`src/rtl/node_input_loader.sv`:
```
// Serial-to-parallel operand loader for the neural node stage: gathers x[], w[] and bias words
// from a valid/ready stream. Optional macro LOADER_WEIGHT_HOLD_EN keeps nw/b across x-only frames.
module node_input_loader #(
   parameter int unsigned sx = 2,
   parameter int unsigned n  = 32
) (
   input  logic            clk,
   input  logic            rst,
   input  logic [n-1:0]    in_data,
   input  logic            in_valid,
   output logic            in_ready,
   input  logic            in_start,
   output logic [n*sx-1:0] nx,
   output logic [n*sx-1:0] nw,
   output logic [n-1:0]    b,
   output logic            out_valid,
   input  logic            out_ready
);

   typedef enum logic [1:0] {StLoadX, StLoadW, StLoadB, StFull} state_e;

   localparam int unsigned     IdxW    = (sx > 1) ? $clog2(sx) : 1;
   localparam logic [IdxW-1:0] IdxLast = IdxW'(sx - 1);

   state_e            state_q, state_d, st_eff;
   logic [IdxW-1:0]   idx_q, idx_d, idx_eff;
   logic              in_ready_q, out_valid_q;
   logic [n*sx-1:0]   nx_q, nw_q;
   logic [n-1:0]      b_q;
   logic              accept;
   logic              restart;
   logic              hold_w;

   assign accept  = in_valid && in_ready_q;
   assign restart = in_start && (state_q != StFull);

`ifdef LOADER_WEIGHT_HOLD_EN
   logic wload_q, wload_d;

   always_ff @(posedge clk or negedge rst) begin
      if (!rst) begin
         wload_q <= 1'b0;
      end else begin
         wload_q <= wload_d;
      end
   end

   // A restart invalidates retained weights, so the frame in progress is a full reload.
   assign hold_w = wload_q && !restart;
`else
   assign hold_w = 1'b0;
`endif

   // State register
   always_ff @(posedge clk or negedge rst) begin
      if (!rst) begin
         state_q     <= StLoadX;
         idx_q       <= '0;
         in_ready_q  <= 1'b0;
         out_valid_q <= 1'b0;
      end else begin
         state_q     <= state_d;
         idx_q       <= idx_d;
         in_ready_q  <= (state_d != StFull);
         out_valid_q <= (state_d == StFull);
      end
   end

   // Next-state logic; a restart redirects the current accept to slot x[0].
   always_comb begin
      st_eff  = state_q;
      idx_eff = idx_q;
      if (restart) begin
         st_eff  = StLoadX;
         idx_eff = '0;
      end
      state_d = st_eff;
      idx_d   = idx_eff;
`ifdef LOADER_WEIGHT_HOLD_EN
      wload_d = hold_w;
`endif
      unique case (st_eff)
         StLoadX: begin
            if (accept) begin
               if (idx_eff == IdxLast) begin
                  idx_d   = '0;
                  state_d = hold_w ? StFull : StLoadW;
               end else begin
                  idx_d = idx_eff + 1'b1;
               end
            end
         end
         StLoadW: begin
            if (accept) begin
               if (idx_eff == IdxLast) begin
                  idx_d   = '0;
                  state_d = StLoadB;
               end else begin
                  idx_d = idx_eff + 1'b1;
               end
            end
         end
         StLoadB: begin
            if (accept) begin
               idx_d   = '0;
               state_d = StFull;
`ifdef LOADER_WEIGHT_HOLD_EN
               wload_d = 1'b1;
`endif
            end
         end
         StFull: begin
            if (out_valid_q && out_ready) begin
               state_d = StLoadX;
               idx_d   = '0;
            end
         end
         default: begin
            state_d = StLoadX;
            idx_d   = '0;
         end
      endcase
   end

   // Operand registers only move on an accept edge.
   always_ff @(posedge clk or negedge rst) begin
      if (!rst) begin
         nx_q <= '0;
         nw_q <= '0;
         b_q  <= '0;
      end else if (accept) begin
         unique case (st_eff)
            StLoadX: nx_q[idx_eff*n +: n] <= in_data;
            StLoadW: nw_q[idx_eff*n +: n] <= in_data;
            StLoadB: b_q                  <= in_data;
            default: ;
         endcase
      end
   end

   // Outputs
   always_comb begin
      nx        = nx_q;
      nw        = nw_q;
      b         = b_q;
      in_ready  = in_ready_q;
      out_valid = out_valid_q;
   end

endmodule

```
`config.mk`:
```
export PLATFORM = sky130hd
export DESIGN_NAME = node_input_loader
export DESIGN_NICKNAME = d
export VERILOG_FILES = /design/src/rtl/node_input_loader.sv
export SDC_FILE = /design/constraint.sdc
export NUM_CORES = 1
export LEC_CHECK = 0
export ABC_AREA = 1
export BUFFER_PORTS_ARGS = -buffer_cell sky130_fd_sc_hd__buf_2
export CAP_MARGIN = 30
export CORE_AREA = 2 2 148 150
export DETAILED_ROUTE_END_ITERATION = 10
export DIE_AREA = 0 0 150 152
export GPL_ROUTABILITY_DRIVEN = 0
export PLACE_DENSITY = 0.58
export REMOVE_ABC_BUFFERS = 1
export SLEW_MARGIN = 20
export SYNTH_ARGS = -nofsm -noshare
export SYNTH_HDL_FRONTEND = slang
export SYNTH_SLANG_ARGS = --single-unit
```
`constraint.sdc`:
```
create_clock -name clk -period 1.6 [get_ports clk]
set_clock_uncertainty 0.05 [all_clocks]
set_input_delay 0.24 -clock clk [delete_from_list [all_inputs] [get_ports clk]]
set_output_delay 0.24 -clock clk [all_outputs]
set_load 0.02 [all_outputs]
```
## Word level (Yosys, flattened, before mapping)

Cells that the tools add are included.

- Register bits after elaboration: 165
- Output and inout bits: 162
- Word-level logic and storage cells: 41

- $add $sub $neg: 2
- Equal/unequal tests: 6
- Shift-type cells: 2
- Multiplexer cells: 16
- Reduce and logical (&&, ||, !) cells: 8

Operators with widths:

| kind | count |
|---|---|
| $bwmux W64 | 2 |
| $shift A32 B34 Y64 const A | 1 |
| $shiftx A32 B34 Y64 | 1 |
| $neg A6 Y34 | 1 |
| $mux W2 | 7 |
| $pmux W2 S4 | 1 |
| $eq A2 B2 Y1 const B | 3 |
| $reduce_and A2 Y1 | 3 |
| $mux W1 | 5 |
| $ne A2 B2 Y1 const B | 2 |
| $logic_and A1 B1 Y1 | 3 |
| $pmux W1 S3 | 1 |
| $eq A2 B1 Y1 const B | 1 |
| $logic_not A2 Y1 | 1 |
| $reduce_or A2 Y1 | 1 |
| $add A1 B1 Y1 const B | 1 |

## Depth between registers and ports, before layout

- Depth in word-level cells: 7
- Depth in mapped cells: 9
- Mapped depth without buffers: 8

## Worst setup path before layout

Ideal clock, no wire load.

- Path type: flip-flop to flip-flop
- Start: register in_ready_q, in the netlist in_ready
- End: register nx_q[56], in the netlist nx[56]
- Setup time: 0.130 ns
- Data arrival time: 1.268 ns
- Data required time: 1.420 ns
- Slack: 0.152 ns
- Stages on the path, launching flop included: 10
- Buffers on the path: 2
- Period minus slack after synthesis: 1.448 ns
- Cells stage by stage: dfrtp_1 -> nand2_1 -> inv_1 -> nand3_2 -> clkinv_1 -> nand2_2 -> buf_6 -> buf_6 -> nand2_1 -> o21ai_0

- Word-level cells in the longest chain between the ends: 2

RTL lines:

| item | line | text |
|---|---|---|
| start, declared | 27 | `logic in_ready_q, out_valid_q;` |
| start signal, assigned | 64 | `in_ready_q <= (state_d != StFull);` |
| $logic_and A1 B1 Y1 | 34 | `assign accept = in_valid && in_ready_q;` |
| $reduce_and A2 Y1 (no line) | - |  |
| end signal, assigned by index | 133 | `StLoadX: nx_q[idx_eff*n +: n] <= in_data;` |
| end, declared | 28 | `logic [n*sx-1:0] nx_q, nw_q;` |

No other way between the ends.
A chain may end at the register's enable or synchronous reset.

## Worst setup path in the final report

- Start: register in_ready_q, in the netlist in_ready
- End: register nx_q[57], in the netlist nx[57]

The elaborated chain is that of the path after synthesis.

==> qor.yml <==
run_status:
  status: "finished, final reports clean"
clocking:
  cts_tree: "built"
  cts_buffer_depth: 2
  path_clk_slew_ns: 0.07
  htree_num_levels: 4
  cts_setup_buffers: 0
  numCtsBuffers: 17
  clock_sinks: 165
  insertion_delay_ns: 0.41
  root_buffer: "clkbuf_16"
timing:
  finalSetupViolCount: 0
  fmax_ghz: 0.689
  finalHoldViolCount: 0
  fin_crit_ns: 1.45
  slew_viol_final: 0
  relSlewSlack: 0.791
  period_share: 0.907
  setup_slack_ns: 0.149
  tightestPinTransition_ns: 0.314
  rsz0062_at_grt: "no"
global_route:
  grt.total_usage: 0.145
  gr-total-overflow: 0
  antenna_found_initial: 0
  grt_max_degree: 51
  grt_pass1_wl_mm: 25.9
  grt_pass1_vias: 4618
critical_path:
  startpoint_type: "flop"
  rr_endpoint: "nx[57]"
  crit_fanout: 18
  worstPathArrival_ns: 1.70
  crit_buf_inv: 3
  crit_family: "buffers and inverters"
  cp-end-kind: "flop"
  required_ns: 1.85
  r2r-start: "in_ready"
  crit_type: "flop to flop"
  slowest_stage: "dfrtp_1"
  ff2ff_setup_slack_ns: 0.15
  r2r_cells: 7
  critPathMaxStageDelay_ns: 0.38
  worstPathCellList: "nand2_2, inv_1, nand3_2, clkinv_1, nand2_4, clkbuf_16, o21ai_0"
final_layout:
  layout-drive-gt1-share: 0.380
  diodes: 0
  final_cells: 1085
  finalNetCount: 829
  fin_util: 0.393
  n_fill_cell: 2141
  area_growth_pct: 34.2
flow_run:
  drv_cap: 0
place:
  dp.cells: 1050
  port_buffers: 198
  hpwl_mm: 11.1
  pre_cts_ws_ns: 0.117
power:
  p_seq_frac: 0.387
  p_int_w: 0.0105
  clkPwrFrac: 0.281
  leakagePower_nw: 4.44
  p_switching_w: 0.00627
  p_comb_frac: 0.332
  power.density_nw_per_um2: 2000
  swShare: 0.373
  ir_drop_uv: 878
drt:
  routed-via-count: 4683
  wl_mm: 16.5
  drt_iter0_drc: 191
  wl_per_cell_um: 15.2
  first_pass_iters: 6
  drt.antenna.violating_nets: 0
  drc: 0
  via_per_inst: 4.32
die:
  num_io_pins: 199
  num_rows: 54
  start_util: 0.293
  dieArea_um2: 22800
  core_area_um2: 21400
  die_h_um: 152
  fp.dieW_um: 150
yosys:
  yosys_warnings: 0
  synth_area_leaders: "dfrtp_1 66%, nand2_1 8.5%, o21ai_0 6.4%"
  synth.distinct_cells: 21
  syn_inst: 588
  synth_ff_type: "dfrtp_1"
  synth_top_area_frac: 0.660
  synth_area_per_cell_um2: 10.6
  yosys.area.top_type: "dfrtp_1"
  ys_ff_latch: 165
  synth_edf_count: 0
  async_reset_ff_frac: 1.00
  syn_area_um2: 6260
  yosysSeqAreaShare: 0.660
worst_hold_path:
  hold_path_depth: 3
  hold_end: "b[27]"
  hold_class: "primary input to flop"
  hold_path.startpoint: "in_data[27]"
-- state kept, by name, summed over array words and instances, names as in the netlist --
signal,flops
state_q,2
in_ready,1
idx_q,1
nx,64
nw,64
out_valid,1
b,32
-- cells in the mapped netlist, types with 3 or more instances --
master    number
inv_1         38
o21ai_1        4
dfrtp_1      165
o21ai_2       45
o21ai_0       80
nand3_1        3
nor2_1        34
buf_2         10
a21oi_1       33
clkbuf_2       6
nand2_2        4
nand2_1      141
buf_6         12
buf_4          3
-- per-layer routing --
| metal | GRT usage | vias up | wire [um] |
|---|---|---|---|
| met4 | 0.0472 | 0 | 175 |
| li1 | - | 2306 | - |
| met5 | 0 | - | 0 |
| met2 | 0.226 | 126 | 7600 |
| met3 | 0.0426 | 15 | 997 |
| met1 | 0.195 | 2236 | 7690 |
-- power by group through the flow --
| stage | clock, W | sequential (W) | combinational (W) |
|---|---|---|---|
| floorplan | 0 | 0.00843 | 0.00144 |
| detailed placement | 0 | 0.00656 | 0.00565 |
| global placement | 0 | 0.00654 | 0.00556 |
| finish | 0.00472 | 0.00651 | 0.00559 |
| global route | 0.00504 | 0.00671 | 0.00611 |
| CTS | 0.00485 | 0.00652 | 0.00565 |
-- how the worst max path moves through the flow --
| stage | startpoint | to | slack [ns] | cells after the start |
|---|---|---|---|---|
| global route | state_q[0] | b[21] | 0.008 | 6 |
| floorplan | in_ready | state_q[0] | -1.54 | 6 |
| CTS | in_ready | nx[54] | 0.10 | 8 |
| detailed placement | in_ready | nx[54] | 0.12 | 8 |
| global placement | in_ready | nx[60] | 0.11 | 7 |
| finish | in_ready | nx[57] | 0.15 | 7 |
-- area by class of cell --
type / count / area [um2] / share of cell area
tap: 280 / 350 / 0.0417
multi-input combinational: 350 / 1750 / 0.208
sequential: 165 / 4130 / 0.492
timing repair buffer: 218 / 1350 / 0.160
inverter: 40 / 150 / 0.0179
clock buffer: 17 / 425 / 0.0506
clock inverter: 15 / 249 / 0.0296
-- cells by family after synthesis --
kind of cell	synth area share
buf+inv	0.0632
simple gates	0.120
compound gates	0.157
flops	0.660
-- worst register-to-register path: cells and delay by family (launching register included) --
family / cells / cell delay, ns
buf+inv: 3 / 0.44
flops: 1 / 0.38
compound gates: 1 / 0.10
simple gates: 3 / 0.36
-- repair_timing --
| item | CTS | global route |
|---|---|---|
| hold endpoints to repair | 98 | 0 |
| hold buffers | 1 | 0 |
| resized for setup | 0 | 2 |
| setup endpoints to repair | 0 | 6 |
-- layout by cell type, fill, tap and decap left out --
master | Yosys | layout
bufinv_16 | 0 | 6
nand3_2 | 2 | 2
nand3_1 | 3 | 3
nor2_2 | 1 | 1
clkinv_2 | 0 | 3
inv_2 | 1 | 1
buf_6 | 12 | 1
clkbuf_16 | 0 | 19
clkinv_1 | 1 | 1
o21ai_0 | 80 | 80
dfrtp_1 | 165 | 165
buf_2 | 10 | 197
inv_1 | 38 | 38
nand2_1 | 141 | 140
buf_4 | 3 | 4
o21ai_2 | 45 | 45
clkinvlp_4 | 0 | 1
inv_8 | 0 | 1
a21oi_1 | 33 | 33
nand2_4 | 2 | 3
nand2_2 | 4 | 4
o21ai_1 | 4 | 4
inv_6 | 0 | 4
nor2_1 | 34 | 33
dlygate4sd3_1 | 0 | 1
nand3b_1 | 1 | 1
buf_12 | 0 | 13
nor2_4 | 0 | 1
-- through the flow --
stage / area, um2 / TNS [ns] / hold WS, ns / total power (W)
floorplan: 6010 / -72.58 / -0.106 / 0.00988
global placement: 7660 / 0 / 0.101 / 0.0121
detailed placement: 7660 / 0 / 0.0989 / 0.0122
CTS: 8340 / 0 / 0.0614 / 0.0170
global route: 8400 / 0 / 0.0799 / 0.0179
finish: 8400 / 0 / 0.0840 / 0.0168
Note: power is estimated with default switching activity, not from simulation.
